$ cat src/rtl/trng_capture_sched.sv
// Capture-path sequencer: source reset, guard delay, FIFO fill/drain, com handshake, periodic re-seed.
// Optional build macro TRNG_SCHED_FREERUN_EN removes the periodic re-seed and saturates the round counter.
module trng_capture_sched #(
    parameter int GUARD_CYCLES = 8,
    parameter int RESET_PERIOD = 16,
    parameter int CNT_WIDTH    = 16
) (
    input  logic                 i_clk,
    input  logic                 i_reset,
    input  logic                 i_fifo_almost_full,
    input  logic                 i_fifo_almost_empty,
    input  logic [7:0]           i_fifo_dat,
    input  logic                 i_com_ready,
    output logic                 o_src_reset,
    output logic                 o_fifo_write,
    output logic                 o_fifo_read,
    output logic                 o_send,
    output logic [7:0]           o_data,
    output logic [CNT_WIDTH-1:0] o_round_cnt,
    output logic [2:0]           o_state
);

    typedef enum logic [2:0] {
        SRC_RST    = 3'd0,
        GUARD      = 3'd1,
        FILL       = 3'd2,
        DRAIN_IDLE = 3'd3,
        READ       = 3'd4,
        LOAD       = 3'd5,
        SEND       = 3'd6,
        SETTLE     = 3'd7
    } state_t;

    localparam logic [CNT_WIDTH-1:0] CNT_ONE    = CNT_WIDTH'(1);
    localparam logic [CNT_WIDTH-1:0] GUARD_LAST = CNT_WIDTH'(GUARD_CYCLES - 1);
`ifndef TRNG_SCHED_FREERUN_EN
    localparam logic [CNT_WIDTH-1:0] PERIOD     = CNT_WIDTH'(RESET_PERIOD);
`endif

    state_t               state_q, state_d;
    logic [CNT_WIDTH-1:0] guard_cnt_q, guard_cnt_d;
    logic [CNT_WIDTH-1:0] round_cnt_q, round_cnt_d;
    logic [CNT_WIDTH-1:0] round_inc;
    logic [7:0]           data_q, data_d;
    logic                 last_q, last_d;

    assign round_inc = round_cnt_q + CNT_ONE;

    always_comb begin
        // NOTE: every variable gets a default first so no path through the case infers a latch.
        state_d     = state_q;
        guard_cnt_d = guard_cnt_q;
        round_cnt_d = round_cnt_q;
        data_d      = data_q;
        last_d      = last_q;

        case (state_q)
            SRC_RST: begin
                guard_cnt_d = '0;
                round_cnt_d = '0;
                state_d     = GUARD;
            end
            GUARD: begin
                if (guard_cnt_q == GUARD_LAST) begin
                    guard_cnt_d = '0;
                    state_d     = FILL;
                end else begin
                    guard_cnt_d = guard_cnt_q + CNT_ONE;
                end
            end
            FILL: begin
                if (i_fifo_almost_full) state_d = DRAIN_IDLE;
            end
            DRAIN_IDLE: begin
                if (i_com_ready) state_d = READ;
            end
            READ: begin
                last_d  = i_fifo_almost_empty;
                state_d = LOAD;
            end
            LOAD: begin
                data_d  = i_fifo_dat;
                state_d = SEND;
            end
            SEND: begin
                if (!last_q) begin
                    state_d = SETTLE;
                end else begin
`ifdef TRNG_SCHED_FREERUN_EN
                    if (round_cnt_q != '1) round_cnt_d = round_inc;
                    state_d = FILL;
`else
                    // Counter reads 0 already in SRC_RST when the period is reached.
                    if (round_inc == PERIOD) begin
                        round_cnt_d = '0;
                        state_d     = SRC_RST;
                    end else begin
                        round_cnt_d = round_inc;
                        state_d     = FILL;
                    end
`endif
                end
            end
            SETTLE: begin
                // com's ready drops one cycle late, so it is not sampled here.
                state_d = DRAIN_IDLE;
            end
            default: state_d = SRC_RST;
        endcase
    end

    always_ff @(posedge i_clk) begin
        // NOTE: state registers use non-blocking assignments so all flops update from pre-edge values.
        if (i_reset) begin
            state_q     <= SRC_RST;
            guard_cnt_q <= '0;
            round_cnt_q <= '0;
            data_q      <= '0;
            last_q      <= 1'b0;
        end else begin
            state_q     <= state_d;
            guard_cnt_q <= guard_cnt_d;
            round_cnt_q <= round_cnt_d;
            data_q      <= data_d;
            last_q      <= last_d;
        end
    end

    // Reset is synchronous, so outputs are masked by i_reset to show reset values immediately.
    assign o_src_reset  = i_reset | (state_q == SRC_RST);
    assign o_fifo_write = ~i_reset & (state_q == FILL);
    assign o_fifo_read  = ~i_reset & (state_q == READ);
    assign o_send       = ~i_reset & (state_q == SEND);
    assign o_data       = i_reset ? 8'h00 : data_q;
    assign o_round_cnt  = i_reset ? '0 : round_cnt_q;
    assign o_state      = i_reset ? 3'd0 : state_q;

endmodule

$ cat config.mk
export PLATFORM = sky130hd
export DESIGN_NAME = trng_capture_sched
export DESIGN_NICKNAME = d
export VERILOG_FILES = /design/src/rtl/trng_capture_sched.sv
export SDC_FILE = /design/constraint.sdc
export NUM_CORES = 1
export LEC_CHECK = 0
export BUFFER_PORTS_ARGS = -buffer_cell sky130_fd_sc_hd__buf_2
export CORE_ASPECT_RATIO = 1.25
export CORE_MARGIN = 8
export CORE_UTILIZATION = 30
export DETAILED_ROUTE_END_ITERATION = 12
export PLACE_DENSITY = 0.57
export SLEW_MARGIN = 20
export SYNTH_ARGS = -nofsm -noshare
export SYNTH_HDL_FRONTEND = slang
export SYNTH_SLANG_ARGS = --single-unit
$ cat constraint.sdc
create_clock -name i_clk -period 2 [get_ports i_clk]
set_input_delay 0.4 -clock i_clk [delete_from_list [all_inputs] [get_ports i_clk]]
set_output_delay 0.4 -clock i_clk [all_outputs]
set_load 0.01 [all_outputs]
After elaboration in Yosys (flattened, before gate mapping)
Cells that the tools add are included.

Register bits after elaboration: 44. Logic and storage cells: 44. Bits in read-only memories: 0. Bits of input ports: 13. Output and inout bits: 31. Memory bits (writable): 0. Memories kept: 0. Latch bits: 0.

Divide/modulo/power cells: 0. Add/sub/neg operators: 2. $lt $le $gt $ge: 0. Eq/ne operators: 13. Mux-type cells: 14. Shift operators: 0. Reduce and logical (&&, ||, !) cells: 5. Multipliers: 0. Bitwise operators: 5.

Operators with widths (number): 2-to-1 mux 16 bit (4); case mux 16 bit (2 select lines) (2); adder 16 x 1 -> 16 bit, second input constant (2); case mux 3 bit (8 select lines) (1); equality test 16 x 3 -> 1 bit, second input constant (1); equality test 16 x 5 -> 1 bit, second input constant (1); 2-to-1 mux 3 bit (5); equality test 3 bit, second input constant (4); 2-to-1 mux 8 bit (1); inequality test 2 bit, second input constant (4); equality test 3 x 2 -> 1 bit, second input constant (2); nonzero test 2 bit (2); AND 1 bit (3); equality test 3 x 1 -> 1 bit, second input constant (1); zero test 3 bit (1); AND reduction 3 bit (1); 2-to-1 mux 2 bit (1); AND reduction 2 bit (1); NOT 1 bit (1); bitwise OR 1 bit (1).

Longest topological paths before layout
Gate-level depths: netlist (run 1).

Depth in word-level cells: 5. Depth in mapped cells: 8. Depth with buffers taken out: 7.

Worst setup path before layout (run 1)
No wires, ideal clock.

Path type: flip-flop to flip-flop. From: register round_cnt_q[0]. To: register round_cnt_q[15]. Required time: 1907 ps. Arrival time: 1902 ps. Slack: 4 ps. Buffers on the path: 0. Period minus slack after synthesis: 1996 ps. Setup time: 93 ps. Cell stages (with the launch flop): 8. Path through: dfxtp_1 > ha_1 > nand3_1 > nor4_2 > nor4_1 > o21ai_2 > o21ai_4 > o311ai_2.

Word-level cells in the longest chain between the ends: 5.

Ends and longest elaborated chain: start, declared (line 42) `logic [CNT_WIDTH-1:0] round_cnt_q, round_cnt_d;`; start signal, assigned (line 123) `round_cnt_q <= round_cnt_d;`; adder 16 x 1 -> 16 bit * (line 47) `assign round_inc = round_cnt_q + CNT_ONE;`; equality test 16 x 5 -> 1 bit (line 94) `if (round_inc == PERIOD) begin`; 2-to-1 mux 16 bit * (line 94); 2-to-1 mux 16 bit * (line 86) `if (!last_q) begin`; case mux 16 bit (2 select lines) * (line 57) `case (state_q)`.

Every way passes the cells marked *; elsewhere a longest branch is shown, timed or not. The select of a mux whose other input is x is not followed. A chain may end at the register's enable or synchronous reset.

Worst setup path in the final report (run 1)
From: register round_cnt_q[1]. To: register round_cnt_q[4].

Same word-level chain as after synthesis.

==> summary.md, run 1 <==
| Metric | Value |
|---|---|
| Status | `finished clean` |
| Yosys top cell area share | `0.361` |
| Largest cells by area after synthesis | `dfxtp_1, nor2_1, nor2b_1` |
| Final hold violation count | `0` |
| I/O pin count | `44` |
| Power Total | `1.87 mW` |
| RSZ-0062 raised after global routing | `yes` |
| Synth cell count leaders | `dfxtp_1, nor2_1, nand2_1, nor2b_1, o21ai_0` |
| Fill cells | `862` |
| Rows | `37` |
| Final setup violation count | `0` |
| Final wirelength | `6680 µm` |
| DP Worst Slack | `-0.0598 ns` |
| Logic pwr share | `0.088` |
| Nets@finish | `407` |
| Leak | `1.40 nW` |
| Clock Tree Buf Depth | `2` |
| Peak VDD IR | `0.379 mV` |
| H-tree depth | `2` |
| Post-DR vias/cell | `4.95` |
| GR Overflow Total | `0` |
| Final setup margin | `0.0308 ns` |
| Hpwl dp | `5130 µm` |
| Initial antenna violation count | `0` |
| Worst slew pin tran | `0.575 ns` |
| Switching pwr | `0.425 mW` |
| Seq pwr share | `0.478` |
| Clk_lat worst skew | `0.29 ns` |
| Clk pwr share | `0.434` |
| Fin. max-slew vios | `0` |
| Via Count | `2420` |
| Tmin final | `1.97 ns` |
| CP max FO | `7` |
| RePlAce Congestion | `0.875` |
| Initial Util | `0.303` |
| Vias in the first global route | `2393` |
| Non-filler instance count after layout | `489` |
| Switching part of the total | `0.227` |
| Post-layout instance area | `0.00324 mm²` |
| Asr flop ratio synth | `0` |
| DR iter-0 viols | `122` |
| Fmax | `508 MHz` |
| Power per Cell Area | `578 mW/mm²` |
| Setup crit start kind | `flop` |
| DP Area | `0.00304 mm²` |
| Register area share after synthesis | `0.361` |
| Pre-antenna DRT Iters | `4` |
| Routed Antenna Nets | `0` |
| Core area | `0.00806 mm²` |
| Synth unique cells | `50` |
| First-pass GRT wire length | `11400 µm` |
| Cts bufs inserted | `5` |
| Total number of yosys warnings | `0` |
| DR WL/cell | `13.7 µm` |
| Top-count cell post-synth | `dfxtp_1` |
| Req. time, crit path | `2.18 ns` |
| Hold_ws | `0.333 ns` |
| CTS tree | `done` |
| Register-to-register setup slack | `0.03 ns` |
| Setup TNS | `0 ns` |
| Skew final | `0.00406 ns` |
| Syn Nets | `330` |
| Arr. time, crit path | `2.14 ns` |
| Number of synthesized flops with an enable pin | `0` |
| Largest net degree at the start of global routing | `22` |
| Slew margin rel. | `0.617` |
| WS Path Type | `reg2reg` |
| Top_reg_cell synth | `dfxtp_1` |
| Seq cells post-synth | `44` |
| I/O Buffers | `43` |
| Period utilisation layout | `0.985` |
| Dpl cells | `480` |
| Average cell area after synthesis | `7.74 µm²` |
| Mapped Cells | `315` |
| Min-delay worst type | `in2reg` |
| Clock-pin slew on the worst setup and hold paths | `0.09 ns` |
| Internal power | `1.45 mW` |
| Crit. End Element | `flop` |
| Root Buffer | `clkbuf_8` |
| Share of layout cells above drive strength 1 | `0.304` |
| Area leader, netlist | `dfxtp_1` |
| # diodes | `0` |
| Final core occ | `0.402` |
| Area growth syn-to-layout | `32.9%` |
| Global routing usage summed across all routing layers | `0.120` |
| Die Span Y | `117 µm` |
| Die ar. | `0.0113 mm²` |
| Synthesized area | `0.00244 mm²` |
| Hold_buf cts | `0` |
| DRC viols | `0` |
| Clock Sinks | `44` |
| Die X | `96.6 µm` |
| Max-Cap Viols | `0` |
## flip-flops by register name, summed over array words and instances (netlist names)
| register | count |
|---|---|
| last_q | 1 |
| data_q | 8 |
| round_cnt_q | 16 |
| state_q | 3 |
| guard_cnt_q | 16 |
## worst max-delay path, cell delays in order (launching register included)
cell and delay [ns]:
dfxtp_4 0.38, nand4_4 0.10, or3_4 0.34, nand4bb_1 0.18
a221o_1 0.43, o21ai_4 0.30, o221ai_2 0.13
## final timing paths
path	startpoint	endpoint	cells past startpoint
setup / recovery	round_cnt_q[1]	round_cnt_q[4]	6
hold reg to reg	data_q[5]	data_q[5]	2
setup reg to reg	round_cnt_q[1]	round_cnt_q[4]	6
hold / removal	i_fifo_dat[7]	data_q[7]	3
## routing by layer
layer,part of all wire,track usage
met5,0,0
met4,0.028,0.0576
met3,0.023,0.0206
met2,0.50,0.213
met1,0.45,0.138
## timing repair
action	in CTS	in global routing
setup buffers	0	2
pin swaps	2	7
endpoints found under the setup margin	8	12
resized for setup	3	17
## logic make-up after synthesis
family,count (synthesis),synth area share
AOI/OAI and AO/OA,54,0.144
adders and majority gates,2,0.0103
muxes,10,0.0410
buffers and inverters,28,0.0441
xor gates and xnor gates,16,0.0575
DFF,44,0.361
and+or+nand+nor,161,0.342
## power by group through the flow
stage | logic (mW) | clock network [mW] | registers (mW)
final | 0.165 | 0.812 | 0.896
after global routing | 0.184 | 0.869 | 0.897
after CTS | 0.166 | 0.834 | 0.898
after detailed placement | 0.165 | 0 | 0.918
after global placement | 0.165 | 0 | 0.918
after floorplan | 0.0921 | 0 | 0.914
## layout make-up
class / instances / area (µm²) / share of cell area
multi-input combinational: 243 / 1500 / 0.462
clock inverter: 2 / 60.1 / 0.0185
sequential: 44 / 895 / 0.276
inverter: 11 / 41.3 / 0.0127
tap: 97 / 121 / 0.0374
timing repair buffer: 87 / 558 / 0.172
clock buffer: 5 / 68.8 / 0.0212
## placed cells by master, fill, tap and decap left out, types with 2 or more instances in the layout
cell       synthesis  routed
a21o_1             2       2
a21oi_1            8       8
a31oi_1            3       3
a41oi_1            2       2
and3_1             4       4
buf_2              1      43
buf_4              0      43
bufinv_16          0       2
clkbuf_8           0       5
dfxtp_1           44      37
dfxtp_2            0       5
dfxtp_4            0       2
inv_1             11      11
mux2i_1           10      10
nand2_1           34      34
nand2b_1           2       2
nand3_1           12      10
nand3_2            1       3
nand4_1            8       8
nor2_1            43      41
nor2_2             0       2
nor2b_1           24      24
nor3_1             9       9
nor3b_1            3       3
nor4_1             4       3
nor4_2             2       2
nor4b_1            2       2
o21ai_0           22      21
o21ai_1            5       6
or3_1              5       5
xnor2_1            6       6
xor2_1            10      10
Note: power is estimated with default switching activity, not from simulation.
==> run 2, diff against run 1 <==
Settings changed: RECOVER_POWER from default to 25.
==> run 2 against run 1 <==
Net effect:
- final cell count did not move
- critical path depth did not move
- global-route usage did not move
- sequential power barely moved
- count of clock-buffer cells in the layout did not move
- largest cell class unchanged
==> summary.md, run 2 (same netlist as run 1, synthesis figures left out) <==
| Metric | Value |
|---|---|
| Status | `finished clean` |
| Power per Cell Area | `581 mW/mm²` |
| Setup crit start kind | `flop` |
| Pre-antenna DRT Iters | `4` |
| Req. time, crit path | `2.18 ns` |
| Vias in the first global route | `2393` |
| Crit path cell chain | `nand4_4, or3_4, nand4bb_1, a221o_1, o21ai_4, o221ai_2` |
| RSZ-0062 raised after global routing | `yes` |
| Seq pwr share | `0.479` |
| Period utilisation layout | `0.983` |
| Clk pwr share | `0.435` |
| Final hold violation count | `0` |
| Hpwl dp | `5130 µm` |
| GR Overflow Total | `0` |
| Internal power | `1.44 mW` |
| Crit. End Element | `flop` |
| Final wirelength | `6690 µm` |
| Min-delay worst type | `in2reg` |
| Setup TNS | `0 ns` |
| Fin. max-slew vios | `0` |
| Share of layout cells above drive strength 1 | `0.273` |
| Hold Crit Depth | `3` |
| R2R depth | `6` |
| Clock-pin slew on the worst setup and hold paths | `0.09 ns` |
| Die ar. | `0.0113 mm²` |
| Largest net degree at the start of global routing | `22` |
| First-pass GRT wire length | `11400 µm` |
| DR WL/cell | `13.7 µm` |
| Power Total | `1.87 mW` |
| Die X | `96.6 µm` |
| Final setup margin | `0.0331 ns` |
| # diodes | `0` |
| Via Count | `2435` |
| CP max FO | `7` |
| H-tree depth | `2` |
| Final setup violation count | `0` |
| Final core occ | `0.399` |
| Die Span Y | `117 µm` |
| Peak VDD IR | `0.378 mV` |
| Clock Tree Buf Depth | `2` |
| I/O pin count | `44` |
| I/O Buffers | `43` |
| CP max-delay cell | `a221o_1` |
| DP Worst Slack | `-0.0598 ns` |
| Max-Cap Viols | `0` |
| Area growth syn-to-layout | `31.9%` |
| Clk_lat worst skew | `0.29 ns` |
| Most frequent cells in the layout | `nor2_1, buf_4, dfxtp_1` |
| Worst path bufs/invs | `0` |
| Tmin final | `1.97 ns` |
| Global routing usage summed across all routing layers | `0.120` |
| Slew margin rel. | `0.617` |
| Clock Sinks | `44` |
| RePlAce Congestion | `0.875` |
| Post-DR vias/cell | `4.98` |
| DRC viols | `0` |
| Worst slew pin tran | `0.574 ns` |
| Most common cell after layout, fill and taps aside | `nor2_1` |
| Stages on worst setup path | `6` |
| Max stage delay on crit path | `0.43 ns` |
| Fmax | `508 MHz` |
| Cts bufs inserted | `5` |
| Arr. time, crit path | `2.14 ns` |
| Hold_ws | `0.333 ns` |
| Largest regs | `guard_cnt_q (16), round_cnt_q (16), data_q (8)` |
| Leak | `1.34 nW` |
| Routed Antenna Nets | `0` |
| Initial antenna violation count | `0` |
| Logic pwr share | `0.086` |
| CP delay by family, top | `compound AO/OA/AOI/OAI gates` |
| CTS tree | `done` |
| Initial Util | `0.303` |
| Switching pwr | `0.425 mW` |
| Root Buffer | `clkbuf_8` |
| WS Path Type | `reg2reg` |
| Switching part of the total | `0.228` |
| DR iter-0 viols | `137` |
| Hold_buf cts | `0` |
| Rows | `37` |
| Skew final | `0.00400 ns` |
| Core area | `0.00806 mm²` |
| Nets@finish | `407` |
-- run 2: what timing repair did --
action                     CTS  global route
gates resized for setup      3            17
setup buffers                0             2
pin swaps                    2             7
setup endpoints to repair    8            12
-- run 2: area by class of cell --
cell class,instances,area [µm²]
timing repair buffer,87,537
clock buffer,5,68.8
tap,97,121
clock inverter,2,60.1
multi-input combinational,243,1490
inverter,11,41.3
sequential,44,895
fill,867,4840
-- run 2: worst paths after layout --
| kind | startpoint | slack [ns] | to |
|---|---|---|---|
| setup / recovery | round_cnt_q[1] | 0.03 | round_cnt_q[4] |
| hold / removal | i_fifo_dat[7] | 0.33 | data_q[7] |
| setup reg to reg | round_cnt_q[1] | 0.03 | round_cnt_q[4] |
| hold reg to reg | data_q[5] | 0.49 | data_q[5] |
-- run 2: per-stage QoR --
step | area [µm²] | cells
global route | 3220 | 489
finish | 3220 | 489
floorplan | 2440 | 315
global placement | 3040 | 480
detailed placement | 3040 | 480
CTS | 3180 | 487
-- run 2: metal layers --
metal  wire (µm)  GRT usage  share of wire
met1        2960      0.138           0.44
met2        3370      0.213           0.50
met4         173     0.0576          0.026
met5           0          0              0
met3         186     0.0206          0.028
-- run 2: worst register-to-register path: cells and delay by family (launching register included) --
family	cells	cell delay (ns)
AO/OA/AOI/OAI	3	0.86
AND/OR/NAND/NOR	3	0.62
flip-flops	1	0.38
-- run 2: power by group through the flow --
stage | Sequential (mW) | Combinational, mW | Clock, mW
final | 0.896 | 0.160 | 0.813
after global routing | 0.897 | 0.180 | 0.869
after CTS | 0.898 | 0.166 | 0.834
after detailed placement | 0.918 | 0.165 | 0
after global placement | 0.918 | 0.165 | 0
after floorplan | 0.914 | 0.0921 | 0
